[config.mk]
export PLATFORM = sky130hd
export DESIGN_NAME = calc_result_display
export DESIGN_NICKNAME = d
export VERILOG_FILES = /design/src/rtl/calc_pkg.sv /design/src/rtl/seg7_encode.sv /design/src/rtl/calc_result_display.sv
export SDC_FILE = /design/constraint.sdc
export NUM_CORES = 1
export LEC_CHECK = 0
export CORE_MARGIN = 2
export CORE_UTILIZATION = 60
export DETAILED_ROUTE_END_ITERATION = 16
export GPL_TIMING_DRIVEN = 0
export PLACE_DENSITY = 0.91
export RECOVER_POWER = 50
export SYNTH_ARGS = -nofsm -noshare
export SYNTH_HDL_FRONTEND = slang
export SYNTH_HIERARCHICAL = 1
export SYNTH_SLANG_ARGS = --single-unit
[constraint.sdc]
create_clock -name clk -period 5.7 [get_ports clk]
set_input_delay 1.14 -clock clk [delete_from_list [all_inputs] [get_ports clk]]
set_output_delay 1.14 -clock clk [all_outputs]
set_load 0.1 [all_outputs]
[src/rtl/calc_pkg.sv]
// Shared types and constants for the calculator result display path.
package calc_pkg;

  typedef enum logic [1:0] {IDLE, CONV, LATCH} state_t;

  localparam int MAX_MAG  = 9999;
  localparam int BCD_ITER = 14;

  // Segment codes, active-low, bit order {g,f,e,d,c,b,a}
  localparam logic [6:0] SEG_BLANK = 7'b1111111;
  localparam logic [6:0] SEG_E     = 7'b0000110;
  localparam logic [6:0] SEG_R     = 7'b0101111;
  localparam logic [6:0] SEG_0     = 7'b1000000;
  localparam logic [6:0] SEG_1     = 7'b1111001;
  localparam logic [6:0] SEG_2     = 7'b0100100;
  localparam logic [6:0] SEG_3     = 7'b0110000;
  localparam logic [6:0] SEG_4     = 7'b0011001;
  localparam logic [6:0] SEG_5     = 7'b0010010;
  localparam logic [6:0] SEG_6     = 7'b0000010;
  localparam logic [6:0] SEG_7     = 7'b1111000;
  localparam logic [6:0] SEG_8     = 7'b0000000;
  localparam logic [6:0] SEG_9     = 7'b0010000;

endpackage

[src/rtl/seg7_encode.sv]
// BCD digit to active-low seven-segment code, with a forced-blank input.
module seg7_encode
  import calc_pkg::*;
(
  input  logic [3:0] digit,
  input  logic       blank,
  output logic [6:0] seg
);

  always_comb begin
    seg = SEG_BLANK;
    if (!blank) begin
      case (digit)
        4'd0:    seg = SEG_0;
        4'd1:    seg = SEG_1;
        4'd2:    seg = SEG_2;
        4'd3:    seg = SEG_3;
        4'd4:    seg = SEG_4;
        4'd5:    seg = SEG_5;
        4'd6:    seg = SEG_6;
        4'd7:    seg = SEG_7;
        4'd8:    seg = SEG_8;
        4'd9:    seg = SEG_9;
        default: seg = SEG_BLANK;
      endcase
    end
  end

endmodule

[src/rtl/calc_result_display.sv]
// Signed 32-bit result to four seven-segment digits plus sign/error LEDs,
// using a sequential shift-add-3 BCD conversion behind a load/busy/done handshake.
module calc_result_display
  import calc_pkg::*;
#(
  parameter bit SEG_ACTIVE_LOW = 1'b1
) (
  input  logic        clk,
  input  logic        rst,
  input  logic [31:0] result,
  input  logic        load,
  output logic        busy,
  output logic        done,
  output logic [6:0]  hex0,
  output logic [6:0]  hex1,
  output logic [6:0]  hex2,
  output logic [6:0]  hex3,
  output logic        neg_led,
  output logic        err_led
);

  state_t             state;
  logic [3:0]         cnt;
  logic [29:0]        shreg;
  logic               sign_r;
  logic               ovf_r;
  logic               nz_r;

  logic signed [31:0] res_s;
  logic [31:0]        mag;
  logic               ovf;
  logic [15:0]        bcd;
  logic               blank3, blank2, blank1;
  logic [6:0]         seg0, seg1, seg2, seg3;

  function automatic logic [15:0] bcd_adjust(input logic [15:0] b);
    logic [15:0] o;
    logic [3:0]  nib;
    o = b;
    for (int i = 0; i < 4; i++) begin
      nib = b[i*4 +: 4];
      o[i*4 +: 4] = (nib >= 4'd5) ? nib + 4'd3 : nib;
    end
    return o;
  endfunction

  function automatic logic [6:0] pol(input logic [6:0] c);
    return SEG_ACTIVE_LOW ? c : ~c;
  endfunction

  // Magnitude of the most negative value wraps to itself; it is caught as overflow.
  assign res_s = result;
  assign mag   = res_s[31] ? 32'(-res_s) : 32'(res_s);
  assign ovf   = (mag > 32'(MAX_MAG)) || (result == 32'h8000_0000);

  assign bcd    = shreg[29:14];
  assign blank3 = (bcd[15:12] == 4'd0);
  assign blank2 = blank3 && (bcd[11:8] == 4'd0);
  assign blank1 = blank2 && (bcd[7:4] == 4'd0);

  seg7_encode u_seg0 (.digit(bcd[3:0]),   .blank(1'b0),   .seg(seg0));
  seg7_encode u_seg1 (.digit(bcd[7:4]),   .blank(blank1), .seg(seg1));
  seg7_encode u_seg2 (.digit(bcd[11:8]),  .blank(blank2), .seg(seg2));
  seg7_encode u_seg3 (.digit(bcd[15:12]), .blank(blank3), .seg(seg3));

  assign busy = (state != IDLE);

  always_ff @(posedge clk) begin
    if (rst) begin
      state   <= IDLE;
      cnt     <= 4'd0;
      done    <= 1'b0;
      hex0    <= pol(SEG_BLANK);
      hex1    <= pol(SEG_BLANK);
      hex2    <= pol(SEG_BLANK);
      hex3    <= pol(SEG_BLANK);
      neg_led <= 1'b0;
      err_led <= 1'b0;
    end else begin
      done <= 1'b0;
      case (state)
        IDLE: begin
          if (load) begin
            sign_r <= result[31];
            ovf_r  <= ovf;
            nz_r   <= |mag;
            shreg  <= {16'd0, mag[13:0]};
            cnt    <= 4'd0;
            state  <= CONV;
          end
        end
        // ---- conversion: one binary bit shifted into the BCD field per clock
        CONV: begin
          shreg <= {bcd_adjust(shreg[29:14]), shreg[13:0]} << 1;
          cnt   <= cnt + 4'd1;
          if (cnt == 4'(BCD_ITER - 1)) state <= LATCH;
        end
        // ---- latch: all display outputs change together here
        LATCH: begin
          if (ovf_r) begin
            hex3    <= pol(SEG_E);
            hex2    <= pol(SEG_R);
            hex1    <= pol(SEG_R);
            hex0    <= pol(SEG_BLANK);
            err_led <= 1'b1;
            neg_led <= 1'b0;
          end else begin
            hex3    <= pol(seg3);
            hex2    <= pol(seg2);
            hex1    <= pol(seg1);
            hex0    <= pol(seg0);
            err_led <= 1'b0;
            neg_led <= sign_r && nz_r;
          end
          done  <= 1'b1;
          state <= IDLE;
        end
        default: state <= IDLE;
      endcase
    end
  end

endmodule

# ---- Yosys cells after proc, flatten, opt, wreduce, memory -nomap -nowiden
# Memory sizes are Yosys's and may differ from the RTL's. A register that Yosys moved wholly into a read port is not among the register bits.
# Cells that the tools add are included.
dict set report word_totals {
  regBits 70
  in_bits 35
  output_inout_bits 32
  rom_bits 448
  n_memories 4
}
dict set report op_classes {
  bitwise 1
  addsub 6
  order_cmp 5
  muxes 26
  n_eq_ne 6
  n_reduce_logical 15
}
# name depth word_bits read_ports rd_clocked_by_memory_dff write_ports line_no
set memory_table {}
lappend memory_table {{(name not given)} 16 7 1 1 0 seg7_encode.sv:13} ;# case (digit)
lappend memory_table {{(name not given)} 16 7 1 1 0 seg7_encode.sv:13}
lappend memory_table {{(name not given)} 16 7 1 1 0 seg7_encode.sv:13}
lappend memory_table {{(name not given)} 16 7 1 1 0 seg7_encode.sv:13}
# operator n
set op_table {}
lappend op_table {{$pmux W30 S2} 1}
lappend op_table {{$mux W7} 7}
lappend op_table {{$eq A32 B32 Y1 const B} 1}
lappend op_table {{$gt A32 B14 Y1 const B} 1}
lappend op_table {{$mux W32} 1}
lappend op_table {{$mux W4} 8}
lappend op_table {{$neg A32 Y32} 1}
lappend op_table {{$reduce_or A32 Y1} 1}
lappend op_table {{$mux W30} 1}
lappend op_table {{$ge A4 B3 Y1 const B} 4}
lappend op_table {{$add A4 B2 Y4 const B} 3}
lappend op_table {{$logic_not A4 Y1} 3}
lappend op_table {{$pmux W4 S2} 1}
lappend op_table {{$reduce_and A3 Y1} 2}
lappend op_table {{$add A4 B1 Y4 const B} 1}
lappend op_table {{$eq A4 B4 Y1 const B} 1}
lappend op_table {{$mux W2} 2}
lappend op_table {{$ne A2 B2 Y1 const B} 2}
lappend op_table {{$pmux W2 S2} 1}
lappend op_table {{$reduce_and A2 Y1} 2}
lappend op_table {{$reduce_bool A2 Y1} 2}
lappend op_table {{$add A3 B2 Y3 const B} 1}
lappend op_table {{$logic_and A1 B1 Y1} 3}
lappend op_table {{$mux W1} 3}
lappend op_table {{6 further kinds} 6}

# ---- Depth between registers and ports, before layout
# Gate-level depths: netlist of run 1.
dict set report depth {
  ltp_word 5
  mapped_depth 9
}

# ---- By module
# The synthesis of run 1 kept the hierarchy.
# module area_each_um2 n_inst cells_each
set modules_own_cells {}
lappend modules_own_cells {calc_result_display 4106.4 1 468}
lappend modules_own_cells {{seg7_encode (u_seg1 ...)} 236.5 2 33}
lappend modules_own_cells {{seg7_encode (u_seg2)} 252.7 1 35}
lappend modules_own_cells {{seg7_encode (u_seg0)} 235.2 1 33}

# ---- Least setup slack after synthesis of run 1
# No wires, ideal clock.
dict set report synth_timing {
  path_kind {input port to flip-flop}
  start {input rst}
  end {register shreg[0] (enable)}
  path_slack_ns 1.738
  n_path_buf 1
  cell_stages 2
  arrival_ns 3.505
  required_ns 5.243
  cell_sequence {clkbuf_1 > nor3_1}
}
dict set report synth_between {
  elab_chain_len 2
}
# item line_no
set synth_lines {}
lappend synth_lines {{start: declaration} calc_result_display.sv:9} ;# input logic rst,
lappend synth_lines {{$not A1 Y1 (no source line)} --}
lappend synth_lines {{$reduce_and A3 Y1 (no source line)} --}
lappend synth_lines {{end signal: assignment} calc_result_display.sv:87} ;# shreg <= {16'd0, mag[13:0]};
lappend synth_lines {{end signal: assignment} calc_result_display.sv:94} ;# shreg <= {bcd_adjust(shreg[29:14]), shreg[13:0]} << 1;
lappend synth_lines {{end: declaration} calc_result_display.sv:24} ;# logic [29:0] shreg;
# Every way passes these cells.
# A chain may end at the register's enable or synchronous reset.

# ---- Worst setup path in the final report of run 1
dict set report layout_timing {
  start {input rst}
  end {register shreg[19] (enable)}
}
# Same word-level chain as after synthesis.

==> flow_summary.json, run 1 <==
{
  "finalHoldViolCount": 0,
  "syn_avg_cell_area_um2": 8.418,
  "die-width_um": 95.90,
  "crit_type": "in2reg",
  "crit_chain": "dlygate4sd3_1 > clkbuf_1 > nor3_1 > clkbuf_1 > clkbuf_1",
  "max_clock_freq_ghz": 0.2489,
  "final_cell_mix": "nand2_1 (70), nor2_1 (61), clkdlybuf4s50_1 (58)",
  "wirelength_mm": 12.22,
  "status": "finished clean",
  "regArea_mm2": 0.001732,
  "fin_crit_sh": 0.7048,
  "core_area_mm2": 0.008217,
  "drv_slew": 0,
  "dp_hpwl_mm": 9.102,
  "synth_edf_count": 33,
  "grt_util_all_layers": 0.2847,
  "layout_commonest_cell": "nand2_1",
  "ys_warn_count": 6,
  "cts_tree": "yes",
  "worst-path-max-fanout": 13,
  "synth_seq_area_share": 0.3417,
  "start_util": 0.6167,
  "setup_viol": 0,
  "ys.flop_type": "dfxtp_1",
  "ant_nets": 0,
  "row_count": 33,
  "drive_gt1_frac": 0.08746,
  "num_antenna_cells": 0,
  "synthArstFlopShare": 0,
  "cts_buffer_depth": 2,
  "via_per_inst": 5.954,
  "cts_root_buffer": "clkbuf_8",
  "fin_ws_ns": 1.682,
  "htree_levels": 3,
  "rsz0062_at_grt": "no",
  "first_pass_iters": 5,
  "holdWs_ns": 0.4544,
  "cts_num_sinks": 70,
  "final_core_util": 0.7326,
  "place_ws_ns": 1.485,
  "clk_pin_slew_ns": 0.08,
  "cp.arrival_ns": 4.00,
  "post-route-drc-count": 0,
  "port_buffers": 60,
  "ioPinCount": 67,
  "die_h_um": 95.90,
  "tns_ns": 0,
  "post_cts_buffers": 0,
  "cts_buffers": 9,
  "clock_latency_ns": 0.36,
  "antenna_found_initial": 0,
  "cts_resized": 0,
  "cellLeakagePower_nw": 2.364,
  "cp_common_cell": "clkbuf_1",
  "grt_max_degree": 14,
  "required_ns": 5.69,
  "n_fill_cell": 576,
  "syn-cell-area_mm2": 0.005067,
  "cp_slowest_cell": "nor3_1",
  "relSlewSlack": 0.2681,
  "grt_pass1_vias": 4487,
  "synthDistinctLibCells": 65,
  "synth_seq_cells": 70,
  "grt_overflow_total": 0,
  "multi_input_area_mm2": 0.003082,
  "end_kind": "flip-flop",
  "powerDensity_mw_per_mm2": 200.4,
  "slowest_delay_ns": 0.91,
  "hold_class": "reg2reg",
  "synth_area_leader_cell": "edfxtp_1",
  "syn_inst": 602,
  "ir_worst_vdd_uv": 136.9,
  "synth.top_cell.area_share": 0.1956,
  "max-cap-violations": 0,
  "fin_nets": 750,
  "reg2reg_slack_ns": 2.26,
  "start_kind": "input port",
  "post-route-min-period_ns": 4.018,
  "dieArea_mm2": 0.009197,
  "drt_iter0_markers": 331,
  "hold_buffers": 0,
  "ys_top_cells_by_area": "edfxtp_1 (20%), dfxtp_1 (15%), ha_1 (8.4%)",
  "area_delta_synth_final_pct": 18.79,
  "grt_pass1_wl_mm": 20.52,
  "vias": 4710,
  "gp_congestion": 0.9048,
  "clock_skew_ns": 0.01150,
  "post_drt_wl_per_cell_um": 15.45,
  "worst_pin_slew_ns": 1.089
}
==> sequential cells by signal (all words and copies together) (netlist names) <==
register and cells:
hex2 7, nz_r 1, sign_r 1, state 2, hex3 7, neg_led 1
shreg 30, done 1, ovf_r 1, cnt 4, err_led 1, hex0 7
hex1 7
==> where the power goes <==
part / total, mW / internal, mW / switching (mW)
registers: 0.571 / 0.549 / 0.0220
clock network: 0.398 / 0.201 / 0.198
logic: 0.237 / 0.100 / 0.137
total: 1.21 / 0.849 / 0.357
==> kinds of logic after synthesis <==
family          count (synthesis)  synth area share
simple gates                  272            0.2958
compound gates                129            0.1570
flops                          70            0.3417
buf+inv                        60           0.05456
fa+ha+maj                      34           0.08395
xor+xnor                       25           0.04321
mux                            11           0.02296
other cells                     1         0.0007400
==> metal layers <==
metal | GRT usage | vias up | wire (um) | part of all wire
li1 | - | 2285 | - | -
met1 | 0.3430 | 2188 | 5018 | 0.41
met2 | 0.4878 | 194 | 5986 | 0.49
met3 | 0.04307 | 43 | 678 | 0.055
met4 | 0.1536 | 0 | 536 | 0.044
met5 | 0 | - | 0 | 0
==> cells in the mapped netlist (7+ instances only) <==
cell / instances
nand2b_1: 17
edfxtp_1: 33
nor3b_1: 11
o21ai_0: 24
nand3_1: 30
nor3_1: 21
nand2_1: 70
xnor2_1: 12
nand4_1: 8
nor2b_1: 7
nor2_1: 61
xor2_1: 13
ha_1: 34
a21oi_1: 51
clkbuf_1: 19
a211o_1: 9
inv_1: 28
dfxtp_1: 37
==> worst max-delay path: cells and delay by family <==
| family | cells | cell delay [ns] |
|---|---|---|
| simple gates | 1 | 0.91 |
| buf+inv | 4 | 1.95 |
==> worst paths after layout <==
check	start	endpoint	cells past startpoint
hold / removal	err_led	err_led	2
setup / recovery	rst	shreg[19]	5
hold reg to reg	err_led	err_led	2
setup reg to reg	shreg[27]	hex1[6]	9
==> per-stage QoR <==
step                cell area, um^2  power (mW)  std cells
floorplan                      5090      0.7356        608
global placement               5822      0.8010        773
detailed placement             5849      0.8137        775
CTS                            6040       1.207        791
global route                   6020       1.256        791
finish                         6020       1.207        791
==> cell type report <==
class | instances | area share
clock inverter | 6 | 0.01039
clock buffer | 10 | 0.02120
inverter | 28 | 0.01746
timing repair buffer | 62 | 0.1010
buffer | 32 | 0.02848
multi-input combinational | 478 | 0.5120
sequential | 70 | 0.2877
tap | 105 | 0.02182
Power figures use the tool's default switching activity.
==> run 2, diff against run 1 <==
- CORE_UTILIZATION: 60 -> 50
- PLACE_DENSITY: 0.91 -> 0.81
- clock period: 5.7 -> 3.4 ns (I/O delays scaled with it)
==> run 2 against run 1 <==
Critical path type unchanged. Sequential power rose by 67%. Clock skew fell by 0.0030 ns. Combinational power rose by 66%. Largest power group unchanged. Sequential cell count did not move. Critical endpoint is now nz_r. Routed wire length fell by 3.0%.
==> flow_summary.json, run 2 (synthesis results as in run 1) <==
{
  "status": "finished clean",
  "max-cap-violations": 0,
  "crit_chain": "clkdlybuf4s50_1 > inv_1 > ha_1 > nor3b_4 > buf_4 > nand3_1 > nand2_1 > xor2_1 > nand4_1 > nor4_1 > nand4_1",
  "clock_latency_ns": 0.35,
  "htree_levels": 3,
  "row_count": 36,
  "finalInstanceArea_mm2": 0.006122,
  "post-route-drc-count": 0,
  "area_delta_synth_final_pct": 20.81,
  "hold_class": "reg2reg",
  "core_area_mm2": 0.009819,
  "max_clock_freq_ghz": 0.3042,
  "setup_viol": 0,
  "die_h_um": 104.7,
  "grt_util_all_layers": 0.2218,
  "cts_root_buffer": "clkbuf_8",
  "cp.arrival_ns": 3.37,
  "via_per_inst": 5.624,
  "regArea_mm2": 0.001732,
  "ant_nets": 0,
  "drt_iter0_markers": 230,
  "hold_buffers": 0,
  "final_cell_mix": "nand2_1 (70), nor2_1 (61), clkdlybuf4s50_1 (59)",
  "cp-startpoint": "result[0]",
  "cp_common_cell": "nand4_1",
  "cts_num_sinks": 70,
  "cts_buffers": 9,
  "clock_skew_ns": 0.008523,
  "wirelength_mm": 11.86,
  "required_ns": 3.48,
  "cellLeakagePower_nw": 2.408,
  "top_register": "shreg",
  "vias": 4617,
  "cp.depth": 11,
  "start_util": 0.5161,
  "dpl_cell_area_mm2": 0.005883,
  "crit_type": "in2reg",
  "dp_hpwl_mm": 9.040,
  "finalHoldViolCount": 0,
  "post-route-min-period_ns": 3.287,
  "worst-path-max-fanout": 5,
  "layout_commonest_cell": "nand2_1",
  "ir_worst_vdd_uv": 154.4,
  "drv_slew": 0,
  "antenna_found_initial": 0,
  "rr_worst_depth": 9,
  "largest_register_ffs": 30,
  "reg2reg_slack_ns": 0.32,
  "slowest_delay_ns": 0.53,
  "endpoint": "nz_r",
  "reg2reg_to": "hex1[6]",
  "grt_pass1_wl_mm": 20.27,
  "grt_pass1_vias": 4504,
  "worst_pin_slew_ns": 1.235,
  "fin_nets": 752,
  "port_buffers": 60,
  "grt_max_degree": 19,
  "num_antenna_cells": 0,
  "cp.buffers_inverters": 3,
  "end_kind": "flip-flop",
  "rsz0062_at_grt": "no",
  "powerDensity_mw_per_mm2": 330.3,
  "clk_pin_slew_ns": 0.08,
  "gp_congestion": 0.9319,
  "fin_crit_sh": 0.9667,
  "first_pass_iters": 5,
  "relSlewSlack": 0.1720,
  "post_drt_wl_per_cell_um": 14.44,
  "final_core_util": 0.6235,
  "multi_input_area_mm2": 0.003113,
  "cpLargestDelayFamily": "simple AND/OR/NAND/NOR gates",
  "cp_slowest_cell": "clkdlybuf4s50_1",
  "hold_start": "hex3[3]",
  "drive_gt1_frac": 0.09738,
  "start_kind": "input port",
  "die-width_um": 104.7,
  "cts_tree": "yes",
  "n_fill_cell": 849,
  "dieArea_mm2": 0.01096,
  "ioPinCount": 67,
  "rr_startpoint": "shreg[26]",
  "cts_buffer_depth": 2,
  "grt_overflow_total": 0
}
==> run 2: layout make-up <==
class,instances,area share
buffer,32,0.02820
multi-input combinational,478,0.5085
timing repair buffer,64,0.1038
sequential,70,0.2829
tap,133,0.02718
inverter,28,0.01717
clock buffer,9,0.02023
clock inverter,7,0.01206
==> run 2: layer usage <==
metal	wire length, um	global-route usage
met1	5123	0.2661
met2	5810	0.3903
met3	519	0.02682
met4	402	0.1124
met5	0	0
==> run 2: repair_timing <==
item	in CTS	in global routing
gates resized for setup	0	6
endpoints found under the setup margin	0	7
setup buffers	0	3
endpoints found under the hold margin	0	0
==> run 2: power by group <==
group,internal [mW],switching [mW]
combinational,0.169,0.225
clock,0.340,0.333
sequential,0.920,0.0359
==> run 2: worst reg2reg max path, cell delays in order (launching register included) <==
cell	delay [ns]
edfxtp_1	0.50
inv_1	0.15
ha_1	0.22
nor3b_2	0.53
and3_1	0.46
and3_1	0.38
nor2_1	0.13
a21oi_1	0.20
nor3b_1	0.30
a211o_1	0.16
==> run 2: metrics by stage <==
stage          instances  setup TNS [ns]  power, mW  setup WS, ns  hold slack [ns]
3_5_place_dp         802         -0.6740      1.362       -0.3391           0.4520
4_1_cts              818               0      2.026       0.01969           0.4703
3_3_place_gp         801          -3.571      1.343       -0.2824           0.4448
5_1_grt              821               0      2.116       0.01341           0.4893
6_report             821               0      2.022        0.1131           0.4658
2_1_floorplan        608               0      1.233        0.6480           0.4883
==> run 2: how the worst min path moves through the flow <==
stage                to  slack (ns)  depth (start not counted)
2_1_floorplan  state[1]        0.49                          2
5_1_grt         hex0[1]        0.49                          2
3_3_place_gp    err_led        0.44                          2
3_5_place_dp    hex3[3]        0.45                          1
6_report        hex3[3]        0.47                          1
4_1_cts         hex3[3]        0.47                          1
